==> config.mk <==
export PLATFORM = sky130hd
export DESIGN_NAME = uart_rx_ctrl
export DESIGN_NICKNAME = d
export VERILOG_FILES = /design/src/rtl/uart_rx_ctrl.sv
export SDC_FILE = /design/constraint.sdc
export NUM_CORES = 1
export LEC_CHECK = 0
export BUFFER_PORTS_ARGS = -buffer_cell sky130_fd_sc_hd__buf_2
export CORE_UTILIZATION = 56
export CTS_BUF_LIST = sky130_fd_sc_hd__clkbuf_8
export DETAILED_ROUTE_END_ITERATION = 10
export PLACE_DENSITY_LB_ADDON = 0.08
export SLEW_MARGIN = 20
export SYNTH_ARGS = -nofsm -noshare
export SYNTH_HDL_FRONTEND = slang
export SYNTH_SLANG_ARGS = --single-unit
==> constraint.sdc <==
create_clock -name clk -period 3.08 [get_ports clk]
set_input_delay 0.154 -clock clk [delete_from_list [all_inputs] [get_ports clk]]
set_output_delay 0.154 -clock clk [all_outputs]
set_load 0.02 [all_outputs]
==> src/rtl/uart_rx_ctrl.sv <==
// Receive-side controller: baud strobe, rx_done synchroniser, one-capture-per-frame FSM and host FIFO.
// Optional macro UART_RX_DROP_BAD_EN: parity-bad frames are counted but never queued.
module uart_rx_ctrl #(
    parameter int DATA_BITS  = 8,
    parameter int FIFO_DEPTH = 16,
    parameter int IS_PARITY  = 0,
    parameter int CNT_W      = 8
) (
    input  logic                          clk,
    input  logic                          reset,
    input  logic                          enable,
    input  logic [15:0]                   baud_div,
    output logic                          rx_tick,
    input  logic                          rx_done,
    input  logic [DATA_BITS-1:0]          rx_dout,
    input  logic                          correct,
    input  logic                          rd_en,
    output logic [DATA_BITS-1:0]          rd_data,
    output logic                          empty,
    output logic                          full,
    output logic [$clog2(FIFO_DEPTH):0]   count,
    output logic                          overrun,
    output logic [CNT_W-1:0]              parity_err_cnt,
    input  logic                          clr_status
);

    localparam int AW = $clog2(FIFO_DEPTH);
    localparam int CW = AW + 1;

    typedef enum logic [1:0] {S_OFF, S_ARMED, S_CAPTURE, S_HOLD} state_t;

    state_t               state_q, state_d;
    logic [15:0]          div_cnt_q, div_cnt_d;
    logic [2:0]           sync_q, sync_d;
    logic [AW-1:0]        wr_ptr_q, wr_ptr_d, rd_ptr_q, rd_ptr_d;
    logic [CW-1:0]        count_q, count_d;
    logic [DATA_BITS-1:0] rd_data_q, rd_data_d;
    logic                 overrun_q, overrun_d;
    logic [CNT_W-1:0]     err_q, err_d;
    logic [DATA_BITS-1:0] mem [FIFO_DEPTH];

    logic done_s, done_rise, capture, bad, keep, push, pop, lost;

    // Baud generator: a stale count above a newly lowered baud_div wraps without a tick.
    always_comb begin
        div_cnt_d = '0;
        rx_tick   = 1'b0;
        if (enable && baud_div != 16'd0) begin
            if (div_cnt_q == baud_div) begin
                rx_tick   = 1'b1;
                div_cnt_d = '0;
            end else if (div_cnt_q > baud_div) begin
                div_cnt_d = '0;
            end else begin
                div_cnt_d = div_cnt_q + 16'd1;
            end
        end
    end

    // sync_q[1] is done_s; sync_q[2] is its previous value. The chain resets to 1 so a
    // frame still pending when reset releases is treated as already seen.
    assign sync_d    = {sync_q[1:0], rx_done};
    assign done_s    = sync_q[1];
    assign done_rise = sync_q[1] && !sync_q[2];

    always_ff @(posedge clk or negedge reset) begin
        if (!reset) begin
            state_q <= S_OFF;
        end else begin
            state_q <= state_d;
        end
    end

    always_comb begin
        state_d = state_q;
        unique case (state_q)
            S_OFF:     if (enable) state_d = S_ARMED;
            S_ARMED:   if (!enable) state_d = S_OFF;
                       else if (done_rise) state_d = S_CAPTURE;
            S_CAPTURE: state_d = S_HOLD;
            S_HOLD:    if (!done_s) state_d = enable ? S_ARMED : S_OFF;
            default:   state_d = S_OFF;
        endcase
    end

    always_comb begin
        capture = (state_q == S_CAPTURE);
    end

    assign empty = (count_q == CW'(0));
    assign full  = (count_q == CW'(FIFO_DEPTH));

    always_comb begin
        bad = (IS_PARITY != 0) && !correct;
`ifdef UART_RX_DROP_BAD_EN
        keep = !bad;
`else
        keep = 1'b1;
`endif
        pop  = rd_en && !empty;
        // A pop in the same cycle frees the slot even when the FIFO is full.
        push = capture && keep && (!full || rd_en);
        lost = capture && keep && full && !rd_en;

        wr_ptr_d  = push ? wr_ptr_q + AW'(1) : wr_ptr_q;
        rd_ptr_d  = pop  ? rd_ptr_q + AW'(1) : rd_ptr_q;
        rd_data_d = pop  ? mem[rd_ptr_q] : rd_data_q;

        count_d = count_q;
        unique case ({push, pop})
            2'b10:   count_d = count_q + CW'(1);
            2'b01:   count_d = count_q - CW'(1);
            default: count_d = count_q;
        endcase

        overrun_d = overrun_q;
        if (lost) begin
            overrun_d = 1'b1;
        end else if (clr_status) begin
            overrun_d = 1'b0;
        end

        err_d = err_q;
        if (capture && bad) begin
            if (clr_status) begin
                err_d = CNT_W'(1);
            end else if (err_q != '1) begin
                err_d = err_q + CNT_W'(1);
            end
        end else if (clr_status) begin
            err_d = '0;
        end
    end

    // NOTE: sequential state uses non-blocking assignments so every flop samples pre-edge values.
    always_ff @(posedge clk or negedge reset) begin
        if (!reset) begin
            div_cnt_q <= '0;
            sync_q    <= '1;
            wr_ptr_q  <= '0;
            rd_ptr_q  <= '0;
            count_q   <= '0;
            rd_data_q <= '0;
            overrun_q <= 1'b0;
            err_q     <= '0;
        end else begin
            div_cnt_q <= div_cnt_d;
            sync_q    <= sync_d;
            wr_ptr_q  <= wr_ptr_d;
            rd_ptr_q  <= rd_ptr_d;
            count_q   <= count_d;
            rd_data_q <= rd_data_d;
            overrun_q <= overrun_d;
            err_q     <= err_d;
        end
    end

    // NOTE: FIFO storage has no reset; only entries between the pointers are ever read.
    always_ff @(posedge clk) begin
        if (push) begin
            mem[wr_ptr_q] <= rx_dout;
        end
    end

    assign count          = count_q;
    assign rd_data        = rd_data_q;
    assign overrun        = overrun_q;
    assign parity_err_cnt = err_q;

endmodule

== Word-level counts from Yosys, hierarchy flattened ==
Memories as Yosys holds them, arrays and structs flattened. A register that Yosys moved wholly into a read port is not among the register bits.
Cells that the tools add are included.

* Bits in writable memories: 128
* Memories kept: 1
* Output and inout port bits: 25
* Bits in read-only memories: 0
* Latch bits: 0
* Register bits: 35

{| class="wikitable"
|+ Memories
! name !! depth !! width !! rd ports !! clocked after memory_dff !! write ports !! line !! text
|-
| mem || 16 || 8 || 1 || 1 || 1 || 40 || <nowiki>logic [DATA_BITS-1:0] mem [FIFO_DEPTH];</nowiki>
|}

* Multiplexer cells: 16
* Multipliers: 0
* Add/sub/neg operators: 5
* Bitwise operators: 0
* Shift operators: 0
* $lt $le $gt $ge: 1
* Equality and inequality tests: 10
* Divide/modulo/power cells: 0
* Reductions and logical operators: 18

{| class="wikitable"
|+ Operators with widths
! operator !! number
|-
| 16-bit 2-to-1 mux || 3
|-
| 16-bit by 1-bit adder with 16-bit output, second input constant || 1
|-
| 16-bit equality test || 1
|-
| 16-bit > comparator || 1
|-
| 16-bit nonzero test || 1
|-
| 5-bit one-hot mux with 2 select lines || 1
|-
| 4-bit by 1-bit adder with 4-bit output, second input constant || 2
|-
| 2-bit 2-to-1 mux || 4
|-
| 2-bit one-hot mux with 4 select lines || 1
|-
| 1-bit 2-to-1 mux || 7
|-
| 2-bit equality test, second input constant || 3
|-
| 1-bit logical AND || 6
|-
| 5-bit by 1-bit adder with 5-bit output, second input constant || 1
|-
| 5-bit equality test, second input constant || 1
|-
| 1-bit zero test || 5
|-
| 5-bit zero test || 1
|-
| 5-bit by 1-bit subtractor with 5-bit output, second input constant || 1
|-
| 2-bit by 1-bit equality test with 1-bit output, second input constant || 2
|-
| 2-bit inequality test, second input constant || 2
|-
| 2-bit nonzero test || 2
|-
| 3-bit inequality test, second input constant || 1
|-
| 3-bit AND reduction || 1
|-
| 2-bit zero test || 1
|-
| 1-bit logical OR || 1
|}

== Depth between registers and ports, before layout ==
Gate-level depths: netlist of the first run.

* Depth in word-level cells: 6
* Depth in mapped cells: 11
* Gate-level depth less buffers: 11

== Worst setup path before layout of the first run ==
No wires, ideal clock.

* Path type: register to register
* Start: register count_q[1] (netlist: count[1])
* End: register count_q[4] (netlist: count[4])
* Period minus slack after synthesis: 2978 ps
* Cell stages (with the launch flop): 11
* Path slack: 102 ps
* Data required time: 2948 ps
* Arrival time: 2846 ps
* Path through: dfrtp_1 or4_4 o21ai_4 inv_2 ha_1 ha_1 nor2b_1 o21ai_0 a21oi_1 or3b_2 xnor2_1

* Elaborated cells between the ends (all ways): 13
* Those cells by class: add/sub: 2; eq/ne: 3; mux: 1; reduce/logical: 7

{| class="wikitable"
|+ RTL lines
! what !! line !! text
|-
| from (decl) || 36 || <nowiki>logic [CW-1:0] count_q, count_d;</nowiki>
|-
| from (signal assigned) || 151 || <nowiki>count_q <= count_d;</nowiki>
|-
| 5-bit zero test (*) || 90 || <nowiki>assign empty = (count_q == CW'(0));</nowiki>
|-
| 1-bit zero test (*) || 100 || <nowiki>pop = rd_en && !empty;</nowiki>
|-
| 1-bit logical AND (*) || 100 ||
|-
| net pop || 42 || <nowiki>logic done_s, done_rise, capture, bad, keep, push, pop, lost;</nowiki>
|-
| 2-bit by 1-bit equality test with 1-bit output or 2-bit equality test (tied branches) || 110 || <nowiki>unique case ({push, pop})</nowiki>
|-
| 5-bit one-hot mux with 2 select lines or 2-bit nonzero test (tied branches) || - ||
|}

The timed path passes the listed nets; every way through them passes the cells marked *.
A chain may end at the register's enable or synchronous reset.

== Worst setup path after layout of the first run ==
Ends and elaborated chain as after synthesis.

==> metrics.txt, run 1 <==
CP max FO 6; vias 4,141; Mean Syn Cell Area 15.5 um2; Via-to-Cell Ratio around 5.6; Slew headroom 0.370; die height approximately 120 um; first drt pass iteration count 5; clock latency on the worst-skew pair 0.45 ns; most frequent cells in the layout edfxtp_1, buf_2, dfrtp_1; Wirelength per Cell roughly 19 um; final hold violations 0; io pins between 50 and 60; worst hold endpoint rd_ptr_q[1]$_DFFE_PN0P_; unrepaired setup endpoints after global routing false; antenna violations before repair 0; YS warnings 0; largest net degree at the start of global routing 44; CTS Sinks between 150 and 200; total global routing track utilization 0.222; PortBufs 46; clk buf depth 2; sequential area share after synthesis 0.660; post-synthesis cell type count ~50; dpl ws ~0.12 ns; crit path launch type register; crit share post-route 0.948; Num CTS Buffers 17; Least-Margin Pin Slew roughly 0.95 ns; Clock Skews around 0.0083 ns; Final WS setup about 0.16 ns; type of the most critical hold path in -> reg; # setup viols final 0; Synth async-reset ratio 0.251; status completed; n_diodes 0; Residual DRC 0; post-synthesis register bit count ~170; DP Cell Count 697; PD cells ~760 mW/mm2; drt initial violations 235; MaxCap Viol Count 0; Finished Core Util 0.652; Post-synth EDFFs ~130; final critical-path required period 2.92 ns; largest cells by area after synthesis edfxtp_1, dfrtp_1, mux4_2; routability cong. 0.803; worst ir drop on vdd 0.385 mV; Lkg Pwr ~0.0032 uW; Starting Density 0.582; post-route ant nets 0; CORE AREA between 0.01 and 0.015 mm2; crit path DAT about 3.3 ns; area leader, netlist edfxtp_1; layout cells sized above 1 0.249; commonest non-fill, non-tap cell in the layout edfxtp_1; Max Freq about 340 MHz; R2R Path Start count[1]$_DFFE_PN0P_; # rows approximately 40; total gr overflow 0; Gate Count Post-Synth 480; Root Buffer clkbuf_8; Synth Cell Area 0.00746 mm2; first-pass GRT wire length approximately 23,000 um; worst hold start rd_en; Tot Pwr 6390 uW; Yosys top cell area share 0.515; Post-Route WL ~14,000 um; die area about 0.014 mm2; H-tree depth 4; final slew viol count 0; ys flop type edfxtp_1; end of the worst register-to-register path count[4]$_DFFE_PN0P_; Detailed Place HPWL between 9000 and 10,000 um; sum of negative setup slack 0 ns; Layout Cells excl Fill ~730; Cells on Worst Hold Path 5; vias in the first global route approximately 4,300; R2R depth 10; CTS tree built; CTS clk-pin slew, worst paths 0.08 ns; nets 607; Worst setup EP type register; WP data required 3.41 ns; WS Path Type reg -> reg; area grow syn2layout 12.1%; flop2flop setup slack 0.16 ns; Die X-Extent between 100 and 150 um
routing by layer:
metal | up-vias | global-route usage | share of wire
li1 | 1923 | - | -
met1 | 2127 | 0.302 | 0.47
met2 | 76 | 0.364 | 0.49
met3 | 15 | 0.0428 | 0.031
met4 | 0 | 0.0722 | 0.011
met5 | - | 0 | 0
worst max path at each step:
stage,startpoint,to
final,count[1]$_DFFE_PN0P_,count[4]$_DFFE_PN0P_
after floorplan,count[1]$_DFFE_PN0P_,count[4]$_DFFE_PN0P_
after detailed placement,count[1]$_DFFE_PN0P_,count[4]$_DFFE_PN0P_
after CTS,count[1]$_DFFE_PN0P_,count[4]$_DFFE_PN0P_
after global routing,count[1]$_DFFE_PN0P_,count[4]$_DFFE_PN0P_
after global placement,count[1]$_DFFE_PN0P_,count[4]$_DFFE_PN0P_
cell type report:
type	instances	area (um2)
Inverter	35	131
Fill cell	949	4460
Timing Repair Buffer	69	415
Multi-Input combinational cell	255	2260
Clock buffer	17	234
Sequential cell	171	4920
Clock inverter	15	183
Tap cell	172	215
through the flow:
step                hold WS (ns)  cell area [um2]
finish                    0.0785             8370
global route              0.0616             8370
CTS                       0.0413             8360
detailed placement         0.263             7890
global placement           0.259             7890
floorplan                 -0.142             7490
cells by family (layout without fill, tap and decap cells):
group / Yosys count / count (layout) / share of synthesized area
adders and majority gates: 27 / 27 / 0.0463
other: 1 / 8 / 0.000503
and+or+nand+nor: 112 / 112 / 0.0733
muxes: 40 / 40 / 0.109
DFF: 171 / 171 / 0.660
buffers and inverters: 61 / 136 / 0.0411
xor gates and xnor gates: 24 / 24 / 0.0282
AOI/OAI and AO/OA: 44 / 44 / 0.0414
repair_timing:
item                                    4_1_cts  5_1_grt
gates resized for setup                       0        2
setup buffers                                 0        0
hold buffers                                  5        0
endpoints found under the setup margin        0        1
hold endpoints to repair                     44        0
worst max-delay path: stages (launching register included):
cell	delay, ns
dfrtp_1	0.44
or4_4	0.58
o21ai_4	0.15
inv_2	0.07
ha_1	0.24
ha_1	0.34
nor2b_1	0.15
o21ai_1	0.17
a21oi_1	0.09
or3b_2	0.45
xnor2_1	0.13
cells in the mapped netlist, types with 4 or more instances:
cell type	count
a21oi_1	9
and2_1	4
buf_2	5
buf_4	8
buf_6	5
clkbuf_1	5
dfrtp_1	40
edfxtp_1	128
ha_1	26
inv_1	34
mux2i_1	8
mux4_1	4
mux4_2	28
nand2_1	37
nand3_1	7
nand4_1	6
nor2_1	27
nor3_1	6
nor4_1	11
o21ai_0	14
o221ai_1	8
xnor2_1	15
xor2_1	9
where the power goes:
part	leakage [uW]	total [uW]	internal, uW	switching, uW
Combinational	0.00130	1740	835	903
Sequential	0.00169	3010	2690	325
Clock	0.000213	1640	818	824
registers in the layout (all words and copies together) (netlist names), named ones only:
register and count:
wr_ptr_q 4, overrun 1, mem 128, state_q 1, div_cnt_q 16, rd_data 8
sync_q 3, rd_ptr_q 4, count 5
Note: power is estimated with default switching activity, not from simulation.
==> run 2, diff against run 1 <==
--- a/config.mk
+++ b/config.mk
@@ -10,6 +10,7 @@
 export CTS_BUF_LIST = sky130_fd_sc_hd__clkbuf_8
 export DETAILED_ROUTE_END_ITERATION = 10
 export PLACE_DENSITY_LB_ADDON = 0.08
+export SETUP_SLACK_MARGIN = 0.4
 export SLEW_MARGIN = 20
 export SYNTH_ARGS = -nofsm -noshare
 export SYNTH_HDL_FRONTEND = slang
==> run 2 against run 1 <==
  * Via count fell by 1.3%
  * Count of clock-buffer cells in the layout rose by 3
  * Register-to-register slack improved by 0.29 ns
  * First-iteration DRC count fell by 19%
  * Power is 0.96% lower
  * Combinational power is 3% higher
  * Sequential share of layout area is 0.29 points lower
  * Non-clock buffer count increased by 1
  * Global-route usage shrank 0.71 points
  * Core utilization increased by 0.36 points
  * Critical path type unchanged
  * Critical endpoint unchanged
==> metrics.txt, run 2 (synthesis results as in run 1) <==
status completed (unchanged); Detailed Place HPWL 9170 um (was 9460 um); Wirelength per Cell 18.2 um (was 19.0 um); slowest CP cell or4_4 (unchanged); CP max FO 4 (was 6); CP max stage delay 0.56 ns (was 0.58 ns); final hold violations 0 (unchanged); CTS Sinks 171 (unchanged); io pins 56 (unchanged); crit share post-route 0.854 (was 0.948); Post-Route WL 13,400 um (was 13,900 um); cell mode on critical path ha_4 (was ha_1); unrepaired setup endpoints after global routing true (was false); crit path launch type register (unchanged); final slew viol count 0 (unchanged); vias in the first global route 4,149 (was 4,299); drt initial violations 191 (was 235); fill cell count 956 (was 949); Least-Margin Pin Slew 0.847 ns (was 0.946 ns); Via-to-Cell Ratio 5.56 (was 5.64); Reg with most FFs mem (unchanged); hold_ws 0.0176 ns (was 0.0785 ns); type of the most critical hold path in -> reg (unchanged); clock latency on the worst-skew pair 0.46 ns (was 0.45 ns); layout cells sized above 1 0.265 (was 0.249); flop2flop setup slack 0.45 ns (was 0.16 ns); PD cells 753 mW/mm2 (was 764 mW/mm2); largest net degree at the start of global routing 44 (unchanged); MaxCap Viol Count 0 (unchanged); WS Path Type reg -> reg (unchanged); total global routing track utilization 0.215 (was 0.222); sum of negative setup slack 0 ns (unchanged); routability cong. 0.813 (was 0.803); vias 4,087 (was 4,141); Root Buffer clkbuf_8 (unchanged); post-route ant nets 0 (unchanged); commonest non-fill, non-tap cell in the layout edfxtp_1 (unchanged); worst path bufs/invs 1 (unchanged); n_diodes 0 (unchanged); die height 117 um (unchanged); nets 608 (was 607); Residual DRC 0 (unchanged); crit-path leading delay family simple AND/OR/NAND/NOR gates (unchanged); CTS tree built (unchanged); max reg flops 128 (unchanged); crit path DAT 2.97 ns (was 3.25 ns); total gr overflow 0 (unchanged); final critical-path required period 2.63 ns (was 2.92 ns); # rows 41 (unchanged); CP cell instances or4_4 > o21ai_4 > inv_4 > ha_4 > ha_4 > nor2b_1 > o21ai_1 > a21oi_1 > or3b_4 > xnor2_1 (was or4_4 > o21ai_4 > inv_2 > ha_1 > ha_1 > nor2b_1 > o21ai_1 > a21oi_1 > or3b_2 > xnor2_1); Starting Density 0.582 (unchanged); PortBufs 46 (unchanged); antenna violations before repair 0 (unchanged); CTS clk-pin slew, worst paths 0.08 ns (about the same); Clock Skews 0.00772 ns (was 0.00830 ns); clk buf depth 2 (unchanged); Num CTS Buffers 17 (unchanged); H-tree depth 4 (unchanged); die area 0.0138 mm2 (unchanged); Worst setup EP type register (unchanged); WP data required 3.42 ns (was 3.41 ns); worst ir drop on vdd 0.518 mV (was 0.385 mV); Die X-Extent 117 um (unchanged); Max Freq 380 MHz (was 342 MHz); Slew headroom 0.435 (was 0.370); CORE AREA 0.0128 mm2 (unchanged); Lkg Pwr 0.00321 uW (about the same); most frequent cells in the layout edfxtp_1, buf_2, nand2_1, dfrtp_1, inv_1 (was edfxtp_1, buf_2, dfrtp_1); first drt pass iteration count 4 (was 5); # setup viols final 0 (unchanged); first-pass GRT wire length 22,000 um (was 22,700 um); area grow syn2layout 12.8% (was 12.1%)
[run 2: changes by cell type in the layout (fill, tap and decap cells not counted), sizes merged]
cell         delta
buf             +2
bufinv          -2
clkbuf          +3
clkinv          +2
clkinvlp        -1
dlygate4sd3     -1
inv             -2
[run 2: routing by layer]
layer	track usage	vias to the layer above	wire length (um)	share of wire
met1	0.295	2068	6260	0.47
met2	0.343	81	6430	0.48
li1	-	1922	-	-
met3	0.0472	16	512	0.038
met4	0.0747	0	210	0.016
met5	0	-	0	0
[run 2: metrics by stage]
step,setup WS (ns),util,instance area (um2),total power [uW],cells
after floorplan,0.349,-,7530,4350,487
after global placement,0.395,0.617,7910,4790,692
after detailed placement,0.332,0.617,7910,4830,692
after CTS,0.409,0.653,8370,6380,730
after global routing,0.340,0.656,8410,6690,735
final,0.448,0.656,8410,6330,735
[run 2: final timing paths]
path / startpoint / endpoint / cells after the start
max in group asynchronous: reset / count[1]$_DFFE_PN0P_ / 2
worst max register to register: count[1]$_DFFE_PN0P_ / count[4]$_DFFE_PN0P_ / 10
worst max-delay path: count[1]$_DFFE_PN0P_ / count[4]$_DFFE_PN0P_ / 10
worst min-delay path: enable / state_q[0]$_DFFE_PN0P_ / 3
worst min register to register: sync_q[0]$_DFF_PN1_ / sync_q[1]$_DFF_PN1_ / 0
min in group asynchronous: reset / div_cnt_q[14]$_DFF_PN0_ / 2
[run 2: power breakdown]
part	switching, uW	internal (uW)
clock	803	716
sequential	323	2690
combinational	898	901
[run 2: what timing repair did]
action                                  CTS  global route
pin swaps                                 1             7
hold buffers                              4             0
hold endpoints to repair                 42             0
resized for setup                         2             1
buffers inserted                          2             5
endpoints found under the setup margin    1             1
[run 2: area by class of cell]
class,instances,area (um2),share of cell area
multi-input cells,255,2310,0.275
inverters,35,134,0.0159
repair buffers,70,435,0.0518
clock buffers,20,275,0.0327
clock inverters,12,115,0.0137
well taps,172,215,0.0256
flip-flops and latches,171,4930,0.586
[run 2: worst register-to-register path, cell delays in order (launching register included)]
cell and delay (ns):
dfrtp_2 0.43, or4_4 0.56, o21ai_4 0.17, inv_4 0.06
ha_4 0.18, ha_4 0.22, nor2b_1 0.13, o21ai_1 0.18
a21oi_1 0.10, or3b_4 0.37, xnor2_1 0.13
==> run 3, diff against run 2 <==
--- a/config.mk
+++ b/config.mk
@@ -10,6 +10,7 @@
 export CTS_BUF_LIST = sky130_fd_sc_hd__clkbuf_8
 export DETAILED_ROUTE_END_ITERATION = 10
 export PLACE_DENSITY_LB_ADDON = 0.08
+export RECOVER_POWER = 50
 export SETUP_SLACK_MARGIN = 0.4
 export SLEW_MARGIN = 20
 export SYNTH_ARGS = -nofsm -noshare
==> run 3 against run 2 <==
  * Global-route usage did not move
  * Combinational power is essentially flat
  * Count of clock-buffer cells in the layout did not move
  * Via count decreased by 0.15%
  * Sequential share of layout area is 0.096 points higher
  * Core utilization is 0.11 points lower
  * Flip-flop and latch count unchanged
  * Setup slack got worse by 0.00054 ns
  * Routed wire length decreased by 0.37%
  * Non-clock buffer count unchanged
  * Power about the same
  * Hold slack about the same
  * Largest power group unchanged
  * Highest routed layer unchanged
==> metrics.txt, run 3 (synthesis results as in run 1) <==
worst ir drop on vdd 0.518 mV (about the same); routability cong. 0.813 (unchanged); Via-to-Cell Ratio 5.55 (was 5.56); nets 608 (unchanged); post-route ant nets 0 (unchanged); die area 0.0138 mm2 (unchanged); Root Buffer clkbuf_8 (unchanged); commonest non-fill, non-tap cell in the layout edfxtp_1 (unchanged); area post-placement 0.00791 mm2 (unchanged); crit path DAT 2.97 ns (about the same); WP data required 3.42 ns (about the same); Starting Density 0.582 (unchanged); final critical-path required period 2.63 ns (about the same); MaxCap Viol Count 0 (unchanged); H-tree depth 4 (unchanged); Post-Route WL 13,400 um (about the same); # setup viols final 0 (unchanged); total gr overflow 0 (unchanged); Num CTS Buffers 17 (unchanged); CORE AREA 0.0128 mm2 (unchanged); CTS clk-pin slew, worst paths 0.08 ns (about the same); Reg with most FFs mem (unchanged); Reg area 0.00493 mm2 (unchanged); final slew viol count 0 (unchanged); largest net degree at the start of global routing 44 (unchanged); antenna violations before repair 0 (unchanged); clock latency on the worst-skew pair 0.46 ns (about the same); n_diodes 0 (unchanged); io pins 56 (unchanged); Least-Margin Pin Slew 0.844 ns (was 0.847 ns); crit path launch type register (unchanged); Worst setup EP type register (unchanged); Residual DRC 0 (unchanged); Max Freq 380 MHz (about the same); crit share post-route 0.855 (was 0.854); type of the most critical hold path in -> reg (unchanged); Wirelength per Cell 18.2 um (about the same); die height 117 um (unchanged); sum of negative setup slack 0 ns (unchanged); Slew headroom 0.438 (was 0.435); first drt pass iteration count 4 (unchanged); PD cells 753 mW/mm2 (about the same); Finished Core Util 0.655 (was 0.656); vias 4,081 (was 4,087); CTS tree built (unchanged); CTS Sinks 171 (unchanged); drt initial violations 191 (unchanged); Clock Skews 0.00839 ns (was 0.00772 ns); total global routing track utilization 0.215 (unchanged); Detailed Place HPWL 9170 um (unchanged); area occupied by multi-input gates 0.00231 mm2 (unchanged); Die X-Extent 117 um (unchanged); area grow syn2layout 12.6% (was 12.8%); fin area 0.00840 mm2 (was 0.00841 mm2); clk buf depth 2 (unchanged); fill cell count 960 (was 956); most frequent cells in the layout edfxtp_1, nand2_1, dfrtp_1 (was edfxtp_1, buf_2, nand2_1, dfrtp_1, inv_1); first-pass GRT wire length 22,000 um (unchanged); CP max FO 4 (unchanged); Lkg Pwr 0.00318 uW (was 0.00321 uW); PortBufs 46 (unchanged); WS Path Type reg -> reg (unchanged); # rows 41 (unchanged); status completed (unchanged); vias in the first global route 4,149 (unchanged); max reg flops 128 (unchanged); layout cells sized above 1 0.243 (was 0.265); unrepaired setup endpoints after global routing true (unchanged); final hold violations 0 (unchanged)
-- run 3: changes by cell type in the layout (fill, tap and decap cells not counted) --
cell / delta
clkbuf_1: +11
dfstp_2: -1
dfstp_1: +1
buf_2: -11
-- run 3: cell type report --
cell class	instances	share of cell area
clock inverter	12	0.0137
sequential	171	0.587
clock buffer	20	0.0328
timing repair buffer	70	0.0502
tap	172	0.0256
multi-input combinational	255	0.275
inverter	35	0.0159
-- run 3: repair_timing --
action	4_1_cts	5_1_grt
gates resized for setup	2	1
cloned	0	0
pin swaps	1	7
endpoints found under the hold margin	42	0
hold buffers	4	0
setup buffers	2	5
setup endpoints to repair	1	1
-- run 3: per-layer routing --
metal  GRT usage  up-vias  share of wire
met5           0        -              0
met4      0.0747        0          0.014
met3      0.0472       15          0.050
met2       0.343       87           0.48
met1       0.295     2055           0.45
li1            -     1924              -
-- run 3: worst max-delay path: stages, from the launching register on --
cell	delay (ns)
dfrtp_2	0.43
or4_4	0.56
o21ai_4	0.17
inv_4	0.06
ha_4	0.18
ha_4	0.22
nor2b_1	0.13
o21ai_1	0.17
a21oi_1	0.10
or3b_4	0.37
xnor2_1	0.13
-- run 3: path summary, 6_finish.rpt --
kind,depth (start not counted),slack (ns),to,start
setup / recovery,10,0.45,count[4]$_DFFE_PN0P_,count[1]$_DFFE_PN0P_
hold / removal,3,0.02,state_q[0]$_DFFE_PN0P_,enable
setup reg to reg,10,0.45,count[4]$_DFFE_PN0P_,count[1]$_DFFE_PN0P_
hold reg to reg,0,0.36,sync_q[1]$_DFF_PN1_,sync_q[0]$_DFF_PN1_
max in group asynchronous,2,2.45,count[1]$_DFFE_PN0P_,reset
min in group asynchronous,2,0.22,rd_data[1]$_DFFE_PN0P_,reset
-- run 3: per-stage QoR --
| stage | hold WS (ns) | instances | setup slack, ns | total power, uW |
|---|---|---|---|---|
| 4_1_cts | 0.00253 | 730 | 0.409 | 6380 |
| 6_report | 0.0175 | 735 | 0.448 | 6330 |
| 2_1_floorplan | -0.142 | 487 | 0.349 | 4350 |
| 3_3_place_gp | 0.259 | 692 | 0.395 | 4790 |
| 3_5_place_dp | 0.262 | 692 | 0.332 | 4830 |
| 5_1_grt | 0.0284 | 735 | 0.340 | 6680 |
-- run 3: where the power goes --
group	total [uW]	switching, uW	internal (uW)
clock	1520	804	716
sequential	3010	324	2690
combinational	1790	900	893
